===== src/rtl/priority_arbiter_if.sv =====
// Request/grant bundle between requesters (master) and the priority arbiter (slave).
interface priority_arbiter_if;
  logic       en;
  logic       rr_mode;
  logic [7:0] req;
  logic       done;
  logic [7:0] gnt;
  logic [2:0] gnt_id;
  logic       gnt_valid;
  logic       timeout;
  logic       busy;

  modport master (
    output en, rr_mode, req, done,
    input  gnt, gnt_id, gnt_valid, timeout, busy
  );

  modport slave (
    input  en, rr_mode, req, done,
    output gnt, gnt_id, gnt_valid, timeout, busy
  );
endinterface


===== src/rtl/priority_arbiter.sv =====
// 8-way arbiter with fixed or round-robin selection, grant timeout and a one-cycle
// recovery gap between grants. All outputs come straight from registers.
module priority_arbiter #(
  parameter int TIMEOUT = 16
) (
  input logic               clk,
  input logic               rst_n,
  priority_arbiter_if.slave bus
);

  typedef enum logic [1:0] {IDLE, GRANT, RECOVER} stateE;

  // Counter is wide enough to reach TIMEOUT; with TIMEOUT=0 it just saturates unused.
  localparam int CW = (TIMEOUT < 1) ? 1 : $clog2(TIMEOUT + 1);
  localparam logic [CW-1:0] TLIMIT = CW'(TIMEOUT);
  localparam logic [CW-1:0] CMAX   = '1;

  stateE         state_q, state_d;
  logic [7:0]    gnt_q, gnt_d;
  logic [2:0]    gnt_id_q, gnt_id_d;
  logic          gnt_valid_q, gnt_valid_d;
  logic          timeout_q, timeout_d;
  logic          busy_q, busy_d;
  logic [2:0]    last_id_q, last_id_d;
  logic [CW-1:0] cnt_q, cnt_d;

  logic [2:0] fixedWin, rrWin, win, idx;
  logic       expire, release_ev;

  // Winner search; the round-robin loop runs from the farthest offset down so the
  // nearest asserted bit after last_id overwrites the rest.
  always_comb begin
    fixedWin = 3'd0;
    for (int i = 0; i < 8; i++) begin
      if (bus.req[i]) fixedWin = 3'(i);
    end
    rrWin = 3'd0;
    idx   = 3'd0;
    for (int k = 7; k >= 0; k--) begin
      idx = last_id_q + 3'd1 + 3'(k);
      if (bus.req[idx]) rrWin = idx;
    end
    win = bus.rr_mode ? rrWin : fixedWin;
  end

  always_ff @(posedge clk or negedge rst_n) begin
    if (!rst_n) begin
      state_q     <= IDLE;
      gnt_q       <= 8'd0;
      gnt_id_q    <= 3'd0;
      gnt_valid_q <= 1'b0;
      timeout_q   <= 1'b0;
      busy_q      <= 1'b0;
      last_id_q   <= 3'd7;
      cnt_q       <= '0;
    end else begin
      state_q     <= state_d;
      gnt_q       <= gnt_d;
      gnt_id_q    <= gnt_id_d;
      gnt_valid_q <= gnt_valid_d;
      timeout_q   <= timeout_d;
      busy_q      <= busy_d;
      last_id_q   <= last_id_d;
      cnt_q       <= cnt_d;
    end
  end

  // Done outranks expiry, so a coincident done suppresses the timeout pulse.
  always_comb begin
    state_d     = state_q;
    gnt_d       = gnt_q;
    gnt_id_d    = gnt_id_q;
    gnt_valid_d = gnt_valid_q;
    timeout_d   = 1'b0;
    last_id_d   = last_id_q;
    cnt_d       = cnt_q;
    expire      = (TIMEOUT != 0) && (cnt_q == TLIMIT);
    release_ev  = bus.done || !bus.req[gnt_id_q] || expire;

    case (state_q)
      IDLE: begin
        if (bus.en && (bus.req != 8'd0)) begin
          state_d     = GRANT;
          gnt_d       = 8'd1 << win;
          gnt_id_d    = win;
          gnt_valid_d = 1'b1;
          last_id_d   = win;
          cnt_d       = CW'(1);
        end
      end
      GRANT: begin
        if (release_ev) begin
          state_d     = RECOVER;
          gnt_d       = 8'd0;
          gnt_id_d    = 3'd0;
          gnt_valid_d = 1'b0;
          timeout_d   = expire && !bus.done;
          cnt_d       = '0;
        end else if (cnt_q != CMAX) begin
          cnt_d = cnt_q + CW'(1);
        end
      end
      RECOVER: begin
        state_d = IDLE;
      end
      default: begin
        state_d     = IDLE;
        gnt_d       = 8'd0;
        gnt_id_d    = 3'd0;
        gnt_valid_d = 1'b0;
        cnt_d       = '0;
      end
    endcase

    busy_d = (state_d != IDLE);
  end

  assign bus.gnt       = gnt_q;
  assign bus.gnt_id    = gnt_id_q;
  assign bus.gnt_valid = gnt_valid_q;
  assign bus.timeout   = timeout_q;
  assign bus.busy      = busy_q;

endmodule


===== src/flat_wrapper.sv =====
// flat-port wrapper written by rule: the top's interface ports become plain ports
module priority_arbiter_flat 
#(
  parameter int TIMEOUT = 16
)
  (clk, rst_n, bus_en, bus_rr_mode, bus_req, bus_done, bus_gnt, bus_gnt_id, bus_gnt_valid, bus_timeout, bus_busy);
  priority_arbiter_if bus_i ();
  input logic clk;
  input logic rst_n;
  input wire logic [$bits(bus_i.en)-1:0] bus_en;
  input wire logic [$bits(bus_i.rr_mode)-1:0] bus_rr_mode;
  input wire logic [$bits(bus_i.req)-1:0] bus_req;
  input wire logic [$bits(bus_i.done)-1:0] bus_done;
  output wire logic [$bits(bus_i.gnt)-1:0] bus_gnt;
  output wire logic [$bits(bus_i.gnt_id)-1:0] bus_gnt_id;
  output wire logic [$bits(bus_i.gnt_valid)-1:0] bus_gnt_valid;
  output wire logic [$bits(bus_i.timeout)-1:0] bus_timeout;
  output wire logic [$bits(bus_i.busy)-1:0] bus_busy;
  assign bus_i.en = bus_en;
  assign bus_i.rr_mode = bus_rr_mode;
  assign bus_i.req = bus_req;
  assign bus_i.done = bus_done;
  assign bus_gnt = bus_i.gnt;
  assign bus_gnt_id = bus_i.gnt_id;
  assign bus_gnt_valid = bus_i.gnt_valid;
  assign bus_timeout = bus_i.timeout;
  assign bus_busy = bus_i.busy;
  priority_arbiter #(.TIMEOUT(TIMEOUT)) u_core (.clk(clk), .rst_n(rst_n), .bus(bus_i));
endmodule

===== config.mk =====
export PLATFORM = sky130hd
export DESIGN_NAME = priority_arbiter_flat
export DESIGN_NICKNAME = d
export VERILOG_FILES = /design/src/rtl/priority_arbiter_if.sv /design/src/rtl/priority_arbiter.sv /design/src/flat_wrapper.sv
export SDC_FILE = /design/constraint.sdc
export NUM_CORES = 1
export LEC_CHECK = 0
export ABC_CLOCK_PERIOD_IN_PS = 8900
export CAP_MARGIN = 20
export CORE_MARGIN = 2
export CORE_UTILIZATION = 30
export CTS_BUF_LIST = sky130_fd_sc_hd__clkbuf_8
export CTS_CLUSTER_SIZE = 10
export DETAILED_ROUTE_END_ITERATION = 6
export PLACE_DENSITY = 0.46
export SYNTH_ARGS = -nofsm -noshare
export SYNTH_HDL_FRONTEND = slang
export SYNTH_SLANG_ARGS = --single-unit
export TNS_END_PERCENT = 30

===== constraint.sdc =====
create_clock -name clk -period 8.9 [get_ports clk]
set_input_delay 2.67 -clock clk [delete_from_list [all_inputs] [get_ports clk]]
set_output_delay 2.67 -clock clk [all_outputs]
set_load 0.02 [all_outputs]

==> flow_metrics.env <==
export IMPL_cts_tree="yes"
export IMPL_ctsResizeCount=0
export IMPL_synth_mux_area_share_pct=21.2
export IMPL_synth_top_family_by_area="compound AO/OA/AOI/OAI gates"
export IMPL_place_port_buffers=26
export IMPL_hold_class="reg -> reg"
export IMPL_status="completed"
export IMPL_htreeDepth=1
export IMPL_clkTransAtPathRegs_ns=0.09
export IMPL_timing_final_crit_share_pct=57.7
export IMPL_dp_cells=337
export IMPL_area_growth_syn_to_layout_pct=17.9
export IMPL_slew_limit_headroom_pct=61.4
export IMPL_crit_path_cell_trace="clkdlybuf4s50_1 > mux4_1 > a22oi_1 > mux2_1 > a31oi_1 > a211oi_2 > o31ai_4 > a32o_1"
export IMPL_worstSkewPairLatency_ns=0.26
export IMPL_synth_common_cells="nand2_1 (30), dfrtp_1 (21), nor2_1 (18)"
export IMPL_layoutNonFillerInstCount=341
export IMPL_wl_per_cell_um=15.7
export IMPL_yosysUniqueCellTypes=58
export IMPL_grt_overflow_total=0
export IMPL_synthAdderAreaFrac_pct=2.90
export IMPL_postSynthAreaPerCell_sq_um=9.50
export IMPL_grt_antenna_before_repair=0
export IMPL_cts_max_path_buffers=2
export IMPL_diodes=0
export IMPL_drtIter0Drc=68
export IMPL_multiInputGateArea_sq_um=1430
export IMPL_synthSimpleGateAreaFrac_pct=16.2
export IMPL_r2r_cells=10
export IMPL_num_vias=1785
export IMPL_hold_buffers=0
export IMPL_synth_xor_area_share_pct=4.12
export IMPL_fillers=681
export IMPL_critPathTopFamily="compound AO/OA/AOI/OAI gates"
export IMPL_netlist_instances=227
export IMPL_drive_gt1_share_pct=14.3
export IMPL_register_area_sq_um=604
export IMPL_skew_ns=0.00465
export IMPL_crit_path_max_fanout=12
export IMPL_synth_seq_cells=24
export IMPL_yosys_warnings=0
export IMPL_async_flop_share_pct=100
export IMPL_period_needed_ns=5.14
export IMPL_synth_top_area_cell="dfrtp_1"
export IMPL_drc=0
export IMPL_cap_violations=0
export IMPL_root_buffer="clkbuf_8"
export IMPL_synth_most_common_cell="nand2_1"
export IMPL_cp_num_buf_inv=1
export IMPL_syn_cell_area_sq_um=2160
export IMPL_coreArea_sq_um=6870
export IMPL_initial_core_util_pct=31.4
export IMPL_viasPerCell=5.23
export IMPL_synth_edf_count=0
export IMPL_wirelength_um=5360
export IMPL_synth_compound_area_share_pct=21.6
export IMPL_cp_end_kind="flip-flop"
export IMPL_report_final_slew_viol_count=0
export IMPL_max_clock_freq_mhz=195
export IMPL_critPathMaxStageDelay_ns=0.69
export IMPL_gp_congestion=0.781
export IMPL_numCtsBuffers=3
export IMPL_fp_row_count=30
export IMPL_nets=264
export IMPL_start_kind="input pin"
export IMPL_worst_setup_path_type="in -> reg"
export IMPL_tightest_slew_ns=0.563
export IMPL_hold_violations=0
export IMPL_slowest_stage="mux4_1"
export IMPL_dr_pass1_iters=4
export IMPL_required_ns=9.06
export IMPL_dieArea_sq_um=7880
export IMPL_cp_arrival_ns=5.30
export IMPL_synth_top_area_share_pct=24.4
export IMPL_antenna_left=0
export IMPL_grt_pass1_wl_um=8920
export IMPL_setup_viol=0
export IMPL_synth_main_ff_cell="dfrtp_1"
export IMPL_cts_sinks=24
export IMPL_syn_num_nets=245
export IMPL_rsz0062_at_grt="false"
export IMPL_track_usage_pct=14.5
export IMPL_grt_max_degree=30
export IMPL_whs_path_depth=2
export IMPL_seq_area_frac_synth_pct=28.0
export IMPL_path_depth=8
export IMPL_die_width_um=88.8
export IMPL_io_pin_count=27
export IMPL_dp_hpwl_um=3970
export IMPL_die_h_um=88.8
export IMPL_postCtsSetupRepairBufs=0
export IMPL_tns_ns=0
export IMPL_synthTopCellsByArea="dfrtp_1 (24%), mux4_2 (11%), mux2i_1 (5.6%)"
export IMPL_grt_pass1_vias=1752
[routing by layer]
layer | routed length, um | global-route usage (%)
met1 | 2720 | 21.7
met4 | 11 | 0.826
met2 | 2460 | 22.6
met3 | 169 | 2.89
met5 | 0 | 0
[cells in the final DEF (no fill, tap or decap), types with 3 or more instances in the layout]
| master | instances |
|---|---|
| a21oi_1 | 9 |
| mux2i_1 | 12 |
| clkdlybuf4s50_1 | 26 |
| a32o_1 | 4 |
| dfrtp_1 | 21 |
| o22ai_1 | 3 |
| nand2_1 | 30 |
| o31ai_1 | 8 |
| nand2b_1 | 7 |
| buf_4 | 3 |
| a21o_1 | 5 |
| clkbuf_8 | 3 |
| xnor2_1 | 4 |
| a31oi_1 | 4 |
| dfstp_2 | 3 |
| a211oi_1 | 3 |
| nand3_1 | 3 |
| nor3_1 | 3 |
| o21ai_0 | 7 |
| mux4_2 | 11 |
| ha_1 | 5 |
| nor2_1 | 18 |
| inv_1 | 8 |
[per-stage QoR]
stage	hold WS (ns)	worst slack (ns)	cell area [sq um]	util [%]
2_1_floorplan	0.454	4.30	2160	-
3_3_place_gp	0.467	3.56	2470	36.0
3_5_place_dp	0.465	3.52	2470	36.0
4_1_cts	0.486	3.81	2540	37.0
5_1_grt	0.516	3.58	2540	37.0
6_report	0.482	3.76	2540	37.0
[final cells by class]
type / instances / area share, %
clock buffer: 3 / 1.62
clock inverter: 1 / 1.18
inverter: 10 / 1.48
multi-input combinational: 178 / 56.1
sequential: 24 / 23.8
tap: 96 / 4.73
timing repair buffer: 29 / 11.1
[sequential cells by signal (all words and copies together), names as in the netlist]
| register | cells |
|---|---|
| u_core.bus.timeout | 1 |
| u_core.bus.gnt | 8 |
| u_core.bus.gnt_id | 3 |
| u_core.bus.gnt_valid | 1 |
| u_core.last_id_q | 3 |
| u_core.state_q | 2 |
| u_core.bus.busy | 1 |
| u_core.cnt_q | 5 |
[path summary, 6_finish.rpt]
kind | startpoint | endpoint | slack, ns
worst max register to register | u_core.last_id_q[0] | u_core.bus.gnt[6] | 4.80
max in group asynchronous | rst_n | u_core.last_id_q[2] | 5.85
min in group asynchronous | rst_n | u_core.bus.gnt[2] | 2.76
worst min-delay path | u_core.bus.gnt[3] | u_core.bus.gnt[3] | 0.48
worst min register to register | u_core.bus.gnt[3] | u_core.bus.gnt[3] | 0.48
worst max-delay path | bus_req[4] | u_core.bus.gnt[6] | 3.76
[worst reg2reg max path, stage by stage (launching register included)]
cell	delay, ns
dfstp_2	0.81
clkinv_1	0.43
ha_1	0.41
buf_4	0.32
mux4_1	0.72
a22oi_1	0.25
mux2_1	0.18
a31oi_1	0.09
a211oi_2	0.36
o31ai_4	0.14
a32o_1	0.28
[cell families (layout without fill, tap and decap cells)]
logic type,after synthesis,count (layout)
simple gates,75,75
compound gates,62,62
mux,29,29
buf+inv,25,43
flops,24,24
xor+xnor,7,7
fa+ha+maj,5,5
Power is not shown: default switching activity piles up to over one toggle a cycle in this logic, so the estimate is an artifact.
